File: config.mk
export PLATFORM = sky130hd
export DESIGN_NAME = spart_tx_fifo
export DESIGN_NICKNAME = d
export VERILOG_FILES = /design/src/rtl/spart_tx_fifo.sv
export SDC_FILE = /design/constraint.sdc
export NUM_CORES = 1
export LEC_CHECK = 0
export ABC_AREA = 1
export BUFFER_PORTS_ARGS = -buffer_cell sky130_fd_sc_hd__buf_2
export CORE_MARGIN = 2
export CORE_UTILIZATION = 45
export DETAILED_ROUTE_END_ITERATION = 8
export PLACE_DENSITY = 0.71
export SLEW_MARGIN = 10
export SYNTH_ARGS = -nofsm -noshare
export SYNTH_HDL_FRONTEND = slang
export SYNTH_SLANG_ARGS = --single-unit
File: constraint.sdc
create_clock -name clk -period 2.05 [get_ports clk]
set_clock_uncertainty 0.05 [all_clocks]
set_input_delay 0.5125 -clock clk [delete_from_list [all_inputs] [get_ports clk]]
set_output_delay 0.5125 -clock clk [all_outputs]
set_load 0.02 [all_outputs]
File: src/rtl/spart_tx_fifo.sv
// SPART transmitter with TX FIFO, programmable width and stop bits, sticky overflow.
// Define SPART_TX_PARITY_EN to add the parity mode register (ioaddr 2) and PARITY state.
module spart_tx_fifo #(
    parameter int DATA_W     = 8,
    parameter int FIFO_DEPTH = 4,
    parameter int STOP_BITS  = 1
) (
    input  logic                          clk,
    input  logic                          rst,
    input  logic                          brg_full,
    input  logic                          iocs,
    input  logic                          iorw,
    input  logic [1:0]                    ioaddr,
    input  logic [7:0]                    databus,
    output logic                          txd,
    output logic                          tbr,
    output logic                          tx_busy,
    output logic [$clog2(FIFO_DEPTH):0]   fifo_count,
    output logic                          ovf
);

    localparam int PW = $clog2(FIFO_DEPTH);
    localparam int CW = PW + 1;
    localparam int BW = $clog2(DATA_W);
    localparam logic [BW-1:0] LAST_BIT = BW'(DATA_W - 1);
    localparam logic [CW-1:0] FULL_CNT = CW'(FIFO_DEPTH);

`ifdef SPART_TX_PARITY_EN
    typedef enum logic [2:0] {S_IDLE, S_START, S_DATA, S_PARITY, S_STOP} state_t;
`else
    typedef enum logic [2:0] {S_IDLE, S_START, S_DATA, S_STOP} state_t;
`endif

    state_t              r_state;
    state_t              w_state_nxt;
    logic [DATA_W-1:0]   r_shift;
    logic [DATA_W-1:0]   w_shift_nxt;
    logic [BW-1:0]       r_bit;
    logic [BW-1:0]       w_bit_nxt;
    logic                r_stop;
    logic                w_stop_nxt;
    logic                r_txd;
    logic                w_txd_nxt;

    logic [DATA_W-1:0]   r_mem [FIFO_DEPTH];
    logic [PW-1:0]       r_wptr;
    logic [PW-1:0]       r_rptr;
    logic [CW-1:0]       r_count;
    logic                r_ovf;

    logic                w_wr;
    logic                w_push_req;
    logic                w_push;
    logic                w_pop;
    logic                w_load;
    logic                w_full;
    logic                w_nempty;
    logic                w_ovf_set;
    logic                w_ovf_clr;
    logic [DATA_W-1:0]   w_head;

`ifdef SPART_TX_PARITY_EN
    logic [1:0]          r_par_mode;
    logic                r_par_on;
    logic                r_par_bit;
`endif

    assign w_wr       = iocs & ~iorw;
    assign w_push_req = w_wr & (ioaddr == 2'd0);
    assign w_full     = (r_count == FULL_CNT);
    assign w_nempty   = (r_count != '0);
    assign w_head     = r_mem[r_rptr];
    // A pop in the same cycle frees a slot, so a push to a full FIFO still lands
    assign w_push     = w_push_req & (~w_full | w_pop);
    assign w_ovf_set  = w_push_req & w_full & ~w_pop;
    assign w_ovf_clr  = w_wr & (ioaddr == 2'd1) & databus[0];

    assign txd        = r_txd;
    assign tbr        = ~w_full;
    assign tx_busy    = (r_state != S_IDLE);
    assign fifo_count = r_count;
    assign ovf        = r_ovf;

    always_comb begin
        w_state_nxt = r_state;
        w_shift_nxt = r_shift;
        w_bit_nxt   = r_bit;
        w_stop_nxt  = r_stop;
        w_pop       = 1'b0;
        w_load      = 1'b0;
        if (brg_full) begin
            case (r_state)
                S_IDLE: begin
                    if (w_nempty) begin
                        w_pop       = 1'b1;
                        w_load      = 1'b1;
                        w_state_nxt = S_START;
                    end
                end
                S_START: begin
                    w_state_nxt = S_DATA;
                    w_bit_nxt   = '0;
                end
                S_DATA: begin
                    w_shift_nxt = r_shift >> 1;
                    w_bit_nxt   = r_bit + BW'(1);
                    if (r_bit == LAST_BIT) begin
                        w_stop_nxt  = 1'b0;
`ifdef SPART_TX_PARITY_EN
                        w_state_nxt = r_par_on ? S_PARITY : S_STOP;
`else
                        w_state_nxt = S_STOP;
`endif
                    end
                end
`ifdef SPART_TX_PARITY_EN
                S_PARITY: begin
                    w_state_nxt = S_STOP;
                    w_stop_nxt  = 1'b0;
                end
`endif
                S_STOP: begin
                    if (STOP_BITS == 1 || r_stop) begin
                        // Chain straight into the next frame when data is waiting
                        if (w_nempty) begin
                            w_pop       = 1'b1;
                            w_load      = 1'b1;
                            w_state_nxt = S_START;
                        end else begin
                            w_state_nxt = S_IDLE;
                        end
                    end else begin
                        w_stop_nxt = 1'b1;
                    end
                end
                default: w_state_nxt = S_IDLE;
            endcase
        end
        if (w_load) begin
            w_shift_nxt = w_head;
        end
    end

    always_comb begin
        w_txd_nxt = 1'b1;
        case (w_state_nxt)
            S_START:  w_txd_nxt = 1'b0;
            S_DATA:   w_txd_nxt = w_shift_nxt[0];
`ifdef SPART_TX_PARITY_EN
            S_PARITY: w_txd_nxt = r_par_bit;
`endif
            default:  w_txd_nxt = 1'b1;
        endcase
    end

    always_ff @(posedge clk) begin
        if (!rst) begin
            r_state <= S_IDLE;
            r_shift <= '0;
            r_bit   <= '0;
            r_stop  <= 1'b0;
            r_txd   <= 1'b1;
            r_wptr  <= '0;
            r_rptr  <= '0;
            r_count <= '0;
            r_ovf   <= 1'b0;
        end else begin
            r_state <= w_state_nxt;
            r_shift <= w_shift_nxt;
            r_bit   <= w_bit_nxt;
            r_stop  <= w_stop_nxt;
            r_txd   <= w_txd_nxt;
            if (w_push) begin
                r_wptr <= r_wptr + PW'(1);
            end
            if (w_pop) begin
                r_rptr <= r_rptr + PW'(1);
            end
            case ({w_push, w_pop})
                2'b10:   r_count <= r_count + CW'(1);
                2'b01:   r_count <= r_count - CW'(1);
                default: r_count <= r_count;
            endcase
            if (w_ovf_set) begin
                r_ovf <= 1'b1;
            end else if (w_ovf_clr) begin
                r_ovf <= 1'b0;
            end
        end
    end

    always_ff @(posedge clk) begin
        if (w_push) begin
            r_mem[r_wptr] <= databus[DATA_W-1:0];
        end
    end

`ifdef SPART_TX_PARITY_EN
    // Mode is latched with the frame so mid-frame writes only affect later frames
    always_ff @(posedge clk) begin
        if (!rst) begin
            r_par_mode <= 2'b00;
            r_par_on   <= 1'b0;
            r_par_bit  <= 1'b0;
        end else begin
            if (w_wr && ioaddr == 2'd2) begin
                r_par_mode <= databus[1:0];
            end
            if (w_load) begin
                r_par_on <= (r_par_mode != 2'b00);
                case (r_par_mode)
                    2'b01:   r_par_bit <= ^w_head;
                    2'b10:   r_par_bit <= ~^w_head;
                    default: r_par_bit <= 1'b1;
                endcase
            end
        end
    end
`endif

endmodule
==> summary.md, run 1 <==
| Metric | Value |
|---|---|
| Reported max-cap violation count | 0 |
| FF-to-FF setup slack | 0.18 ns |
| Post-Synthesis Cells | 267 |
| Status | finished, final reports clean |
| Worst hold slack | 0.339 ns |
| PortBufs | 21 |
| Pre-CTS setup slack | 0.184 ns |
| Layout area overhead | 14.5% |
| Die Y | 78.1 µm |
| Placed Instance Area | 2680 µm² |
| Finished Layout Cells | 375 |
| Pre-antenna DRT Iters | 4 |
| Worst-Skew Late Latency | 0.34 ns |
| Sequential fraction of design power | 42.4% |
| Layout cells sized above 1 | 17.7% |
| Worst Setup Start Kind | flip-flop |
| Net Count, Synth | 289 |
| Antenna violations before repair | 0 |
| Peak supply drop | 0.592 mV |
| Number of fillers in the final layout | 505 |
| Iteration-0 DRC Markers | 95 |
| Count of final setup violators | 0 |
| GPL Wtd Cong | 0.787 |
| Design area | 2830 µm² |
| Register bit count reported by yosys | 57 |
| Critical path peak fanout | 4 |
| Unique masters post-synth | 24 |
| Clock Sinks | 57 |
| Pwr Total | 3.34 mW |
| Clock power frac | 25.3% |
| Routed len/inst | 12.1 µm |
| Sequential share of the synthesized area | 59.1% |
| # H-tree levels | 3 |
| CP peak stage delay | 0.41 ns |
| Synth area leader | edfxtp_1 |
| Synth top area share | 38.8% |
| Post-CTS Hold Fix Bufs | 0 |
| Final ANT Viol Nets | 0 |
| GRT Residual Overflow | 0 |
| Total track usage | 17.1% |
| Post-CTS sizing | 0 |
| Achievable Freq | 536 MHz |
| N_diodes | 0 |
| Setup_tns | 0 ns |
| WS Path Type | reg -> reg |
| First-pass GRT wire length | 7790 µm |
| Vias per inst | 4.87 |
| Average cell area after synthesis | 9.26 µm² |
| Dpl cells | 359 |
| Clock Path Buffers | 2 |
| CP max-delay cell | fa_1 |
| Crit path cell chain | nor2_2 -> nand2_2 -> nand2_2 -> nand2_2 -> nor2_4 -> nand2_1 -> fa_1 -> inv_1 -> nand4_1 -> a21oi_1 -> nor2_1 |
| Final wirelength | 4530 µm |
| DRC | 0 |
| Post-DP HPWL | 3050 µm |
| Warning count from the yosys run | 0 |
| Psw | 1.21 mW |
| Synth top area cells | edfxtp_1, dfxtp_1, nand2_1 |
| Die area | 6110 µm² |
| Final Critical Period | 1.87 ns |
| DR vias | 1826 |
| Vias in the first global route | 1717 |
| Endpoint class of the critical path | flip-flop |
| Final Hold Viols | 0 |
| Starting Density | 47.5% |
| Net Sw Frac | 36.1% |
| Core Area | 5200 µm² |
| Final Max Tran Viols | 0 |
| RSZ-0062 raised after global routing | false |
| Die X | 78.1 µm |
| Comb pwr share | 32.2% |
| Internal power | 2.14 mW |
| Final #Nets | 322 |
| TritonCTS buffer count | 9 |
| Arrival time worst endpoint | 2.05 ns |
| Final period util | 91.0% |
| Final core utilization | 54.4% |
| Worst setup slack after layout | 0.184 ns |
| # rows | 26 |
| CTS tree | built |
| CP dominant cell by count | nand2_2 |
| Num ports | 22 |
| PwrDens | 1180 nW/µm² |
| Data required time of the worst path | 2.24 ns |
| Post-CTS setup buffers | 0 |
| Largest net degree at the start of global routing | 18 |
| Mapped Area | 2470 µm² |
| Clk slew on worst S/H paths | 0.06 ns |
| Slew Limit Headroom | 70.2% |
| Clock Root Buffer | clkbuf_8 |
| Worst min-delay path category | in -> reg |
| Pleak | 1.23 nW |
| Worst-Margin Slew | 0.446 ns |
-- state kept, by name (all words and copies together) (netlist names), named ones only --
| signal | count |
|---|---|
| r_mem | 32 |
| r_state | 3 |
| r_rptr | 2 |
| r_shift | 8 |
| fifo_count | 3 |
| txd | 1 |
| r_wptr | 2 |
| r_bit | 3 |
| ovf | 1 |
-- routing by layer --
layer / up-vias / global-route usage (%) / share of wire, %
met1: 846 / 19.9 / 46
met5: - / 0 / 0
met2: 31 / 27.8 / 49
li1: 940 / - / -
met3: 9 / 5.52 / 3.3
met4: 0 / 9.47 / 2.0
-- cells in the mapped netlist --
master	number
ha_1	6
nor2_1	29
nand3_1	18
dfxtp_1	25
buf_4	1
inv_1	36
buf_6	2
edfxtp_1	32
nor2_4	1
buf_2	2
o22ai_1	7
nand4_1	2
nand2_1	55
nand3_2	3
nand2_2	6
fa_1	1
clkbuf_1	1
inv_2	2
o21ai_1	2
clkinv_1	1
nor2_2	1
o21ai_0	21
clkbuf_2	1
a21oi_1	12
-- power by group through the flow --
stage | Combinational, mW | Sequential, mW | Clock [mW]
after CTS | 1.09 | 1.42 | 0.863
after global routing | 1.24 | 1.44 | 0.932
after detailed placement | 1.07 | 1.44 | 0
after floorplan | 0.793 | 1.48 | 0
final | 1.08 | 1.42 | 0.847
after global placement | 1.05 | 1.44 | 0
-- kinds of logic (layout without fill, tap and decap cells) --
kind of cell	count (synthesis)	count (layout)	synth area share, %
flip-flops	57	57	59.1
AO/OA/AOI/OAI	42	42	8.85
AND/OR/NAND/NOR	115	115	20.3
buffers and inverters	46	84	7.89
adder cells (fa/ha/maj)	7	7	3.84
-- worst paths after layout --
path | from | endpoint | depth (start not counted)
setup / recovery | r_state[2] | fifo_count[2] | 11
hold / removal | databus[1] | r_mem[0][1] | 1
hold reg to reg | r_bit[0] | r_bit[0] | 1
setup reg to reg | r_state[2] | fifo_count[2] | 11
-- layout make-up --
| type | instances | area (µm²) | share of cell area, % |
|---|---|---|---|
| clock buffer | 11 | 131 | 4.64 |
| clock inverter | 5 | 22.5 | 0.795 |
| inverter | 39 | 146 | 5.17 |
| multi-input combinational | 164 | 817 | 28.9 |
| sequential | 57 | 1460 | 51.6 |
| tap | 70 | 87.6 | 3.09 |
| timing repair buffer | 29 | 165 | 5.83 |
-- cell usage in the layout, fill, tap and decap left out --
cell type / netlist / routed
dfxtp_1: 25 / 25
nand2_2: 6 / 6
nand2_1: 55 / 55
clkbuf_8: 0 / 9
edfxtp_1: 32 / 32
nor2_4: 1 / 1
clkinv_2: 0 / 3
o21ai_0: 21 / 21
clkbuf_1: 1 / 2
clkinv_1: 1 / 3
nand4_1: 2 / 2
inv_1: 36 / 36
buf_4: 1 / 8
nand3_2: 3 / 3
buf_2: 2 / 21
inv_2: 2 / 2
ha_1: 6 / 6
o22ai_1: 7 / 7
nor2_1: 29 / 29
nand3_1: 18 / 18
nor2_2: 1 / 1
o21ai_1: 2 / 2
fa_1: 1 / 1
a21oi_1: 12 / 12
-- critical path, delay by kind of cell, from the launching register on --
| family | cells | cell delay, ns |
|---|---|---|
| AOI/OAI and AO/OA | 1 | 0.15 |
| buffers and inverters | 1 | 0.08 |
| and+or+nand+nor | 8 | 0.72 |
| DFF | 1 | 0.35 |
| adders and majority gates | 1 | 0.41 |
Note: power is estimated with default switching activity, not from simulation.
==> inputs of run 2 (changes only) <==
--- a/config.mk
+++ b/config.mk
@@ -5,7 +5,6 @@
 export SDC_FILE = /design/constraint.sdc
 export NUM_CORES = 1
 export LEC_CHECK = 0
-export ABC_AREA = 1
 export BUFFER_PORTS_ARGS = -buffer_cell sky130_fd_sc_hd__buf_2
 export CORE_MARGIN = 2
 export CORE_UTILIZATION = 45
==> run 2 against run 1 <==
Design area increased by 4.1%. Register-to-register slack about the same. Synthesized cell count decreased by 27%. Die area increased by 0.14%. Clock power increased by 15%. Setup slack got worse by 0.054 ns.
==> summary.md, run 2 <==
| Metric | Value |
|---|---|
| Largest register FFs | 32 (unchanged) |
| Warning count from the yosys run | 0 (unchanged) |
| Clock Sinks | 57 (unchanged) |
| Synth top area cells | edfxtp_1, dfxtp_1, mux4_2 |
| Worst Setup Start Kind | flip-flop |
| Num ports | 22 (unchanged) |
| Clk slew on worst S/H paths | 0.06 ns (about the same) |
| Net Count, Synth | 216 (-25%) |
| Ys flop type | edfxtp_1 |
| # H-tree levels | 3 (unchanged) |
| DR vias | 1619 (-11%) |
| EDFF count, synth | 32 (unchanged) |
| Status | finished, final reports clean |
| Average cell area after synthesis | 12.8 µm² (+38%) |
| CTS tree | built |
| Routed len/inst | 13.6 µm (+12%) |
| Post-synth top cells | edfxtp_1, dfxtp_1, nand2_1 |
| TritonCTS buffer count | 9 (unchanged) |
| Achievable Freq | 521 MHz (-2.8%) |
| Count of final setup violators | 0 (unchanged) |
| Worst Setup SP | fifo_count[2] |
| Clock Path Buffers | 2 (unchanged) |
| Finished Layout Cells | 311 (-17%) |
| Top-count cell post-synth | edfxtp_1 |
| Post-Synthesis Cells | 194 (-27%) |
| Final ANT Viol Nets | 0 (unchanged) |
| Die X | 78.2 µm (about the same) |
| Clock Root Buffer | clkbuf_8 |
| Commonest non-fill, non-tap cell in the layout | edfxtp_1 |
| First-pass GRT wire length | 7530 µm (-3.3%) |
| Post-DP HPWL | 3030 µm (-0.65%) |
| Worst min-delay path category | in -> reg |
| Biggest registers after layout | r_mem (32), r_shift (8) |
| Vias per inst | 5.21 (+6.9%) |
| Post-CTS setup buffers | 0 (unchanged) |
| Worst-Skew Late Latency | 0.33 ns (about the same) |
| Multi-input gate area | 933 µm² (+14%) |
| RSZ-0062 raised after global routing | false |
| Antenna violations before repair | 0 (unchanged) |
| Net Sw Frac | 30.4% (-5.7 points) |
| Sequential cell area | 1460 µm² (unchanged) |
| Post-CTS sizing | 0 (unchanged) |
| Core Area | 5410 µm² (+3.8%) |
| Internal power | 2.32 mW (+8.8%) |
| Worst reg2reg startpoint | r_state[1] |
| Post-synth ARST share | 0% (unchanged) |
| PwrDens | 1130 nW/µm² (-4.0%) |
| Final Hold Viols | 0 (unchanged) |
| Mapped Area | 2480 µm² (+0.15%) |
| Synth area leader | edfxtp_1 |
| Register bit count reported by yosys | 57 (unchanged) |
| Critical path peak fanout | 5 (+1) |
| Unique masters post-synth | 45 (+88%) |
| N_diodes | 0 (unchanged) |
| GPL Wtd Cong | 0.761 (-3.3%) |
| Most frequent cells in the layout | edfxtp_1, dfxtp_1, buf_2, nand2_1, buf_4 |
| Layout cells sized above 1 | 30.5% (+13 points) |
| Reported max-cap violation count | 0 (unchanged) |
| Number of fillers in the final layout | 480 (-5.0%) |
| Psw | 1.02 mW (-16%) |
| Largest net degree at the start of global routing | 16 (-2) |
| Die area | 6110 µm² (+0.14%) |
| Final wirelength | 4220 µm (-6.8%) |
| Pre-antenna DRT Iters | 4 (unchanged) |
| Pleak | 1.07 nW (-13%) |
| Post-CTS Hold Fix Bufs | 0 (unchanged) |
| Final period util | 93.6% (+2.6 points) |
| Final #Nets | 257 (-20%) |
| PortBufs | 21 (unchanged) |
| Data required time of the worst path | 1.49 ns (-0.75 ns) |
| Setup_tns | 0 ns (unchanged) |
| Starting Density | 45.8% (-1.7 points) |
| Worst-Margin Slew | 0.489 ns (+0.0426 ns) |
| Synth top area share | 38.8% (-0.059 points) |
| Dpl cells | 296 (-18%) |
| Comb pwr share | 28.6% (-3.6 points) |
| Pre-CTS setup slack | -0.197 ns (-0.381 ns) |
| DRC | 0 (unchanged) |
| Final Critical Period | 1.92 ns (+0.0536 ns) |
| Die Y | 78.2 µm (about the same) |
| Worst setup slack after layout | 0.131 ns (-0.0536 ns) |
| Clock power frac | 29.3% (+4.0 points) |
| Layout area overhead | 18.9% |
| Arrival time worst endpoint | 1.36 ns (-0.69 ns) |
| Endpoint class of the critical path | output pin |
| GRT Residual Overflow | 0 (unchanged) |
| Reg with most FFs | r_mem |
| # rows | 27 (+3.8%) |
| Sequential fraction of design power | 42.1% (-0.3 points) |
| Iteration-0 DRC Markers | 99 (+4.2%) |
| Hold Crit Start | databus[2] |
| Slew Limit Headroom | 66.9% (-3.3 points) |
| Peak supply drop | 0.700 mV (+18%) |
| WS Path Type | reg -> out |
| Total track usage | 16.1% (-0.93 points) |
| Final Max Tran Viols | 0 (unchanged) |
| Vias in the first global route | 1609 (-6.3%) |
| Sequential share of the synthesized area | 59.0% (-0.090 points) |
## run 2: final cells by class
| type | instances | share of cell area, % |
|---|---|---|
| inverter | 10 | 1.27 |
| clock buffer | 9 | 4.20 |
| timing repair buffer | 39 | 8.15 |
| sequential | 57 | 49.6 |
| clock inverter | 6 | 2.04 |
| tap | 72 | 3.06 |
| multi-input combinational | 118 | 31.7 |
## run 2: per-layer routing
layer,global-route usage (%),routed length [µm],up-vias
met4,8.77,97,0
met5,0,0,-
met2,23.2,1890,33
met3,5.17,186,10
met1,21.7,2050,775
li1,-,-,801
## run 2: logic make-up after synthesis
kind of cell	after synthesis	share of synthesized area (%)
xor gates and xnor gates	2	0.707
adders and majority gates	7	3.84
DFF	57	59.0
buffers and inverters	19	3.79
AOI/OAI and AO/OA	34	8.99
and+or+nand+nor	61	13.9
muxes	14	9.75
## run 2: worst max-delay path: stages (launching register included)
cell,delay (ns)
dfxtp_1,0.40
nor3b_1,0.25
buf_4,0.18
inv_1,0.05
buf_2,0.15
## run 2: power groups by stage
stage	Combinational, mW	Sequential (mW)	Clock, mW
after floorplan	0.648	1.43	0
after global placement	0.947	1.43	0
after detailed placement	0.958	1.43	0
after CTS	0.962	1.41	1.00
after global routing	1.06	1.42	1.07
final	0.956	1.41	0.978
## run 2: path summary, 6_finish.rpt
| path | end | slack (ns) | cells past startpoint |
|---|---|---|---|
| max | tbr | 0.13 | 4 |
| min | r_mem[2][2] | 0.35 | 1 |
| min reg2reg | r_shift[6] | 0.41 | 2 |
| max reg2reg | fifo_count[2] | 0.17 | 7 |
## run 2: per-stage QoR
| step | util, % | hold WS, ns | total power [mW] | area [µm²] |
|---|---|---|---|---|
| 6_report | 54.5 | 0.345 | 3.34 | 2950 |
| 5_1_grt | 54.5 | 0.336 | 3.55 | 2950 |
| 4_1_cts | 54.5 | 0.338 | 3.37 | 2950 |
| 3_5_place_dp | 51.1 | 0.397 | 2.39 | 2760 |
| 3_3_place_gp | 51.1 | 0.395 | 2.37 | 2760 |
| 2_1_floorplan | - | 0.382 | 2.08 | 2490 |
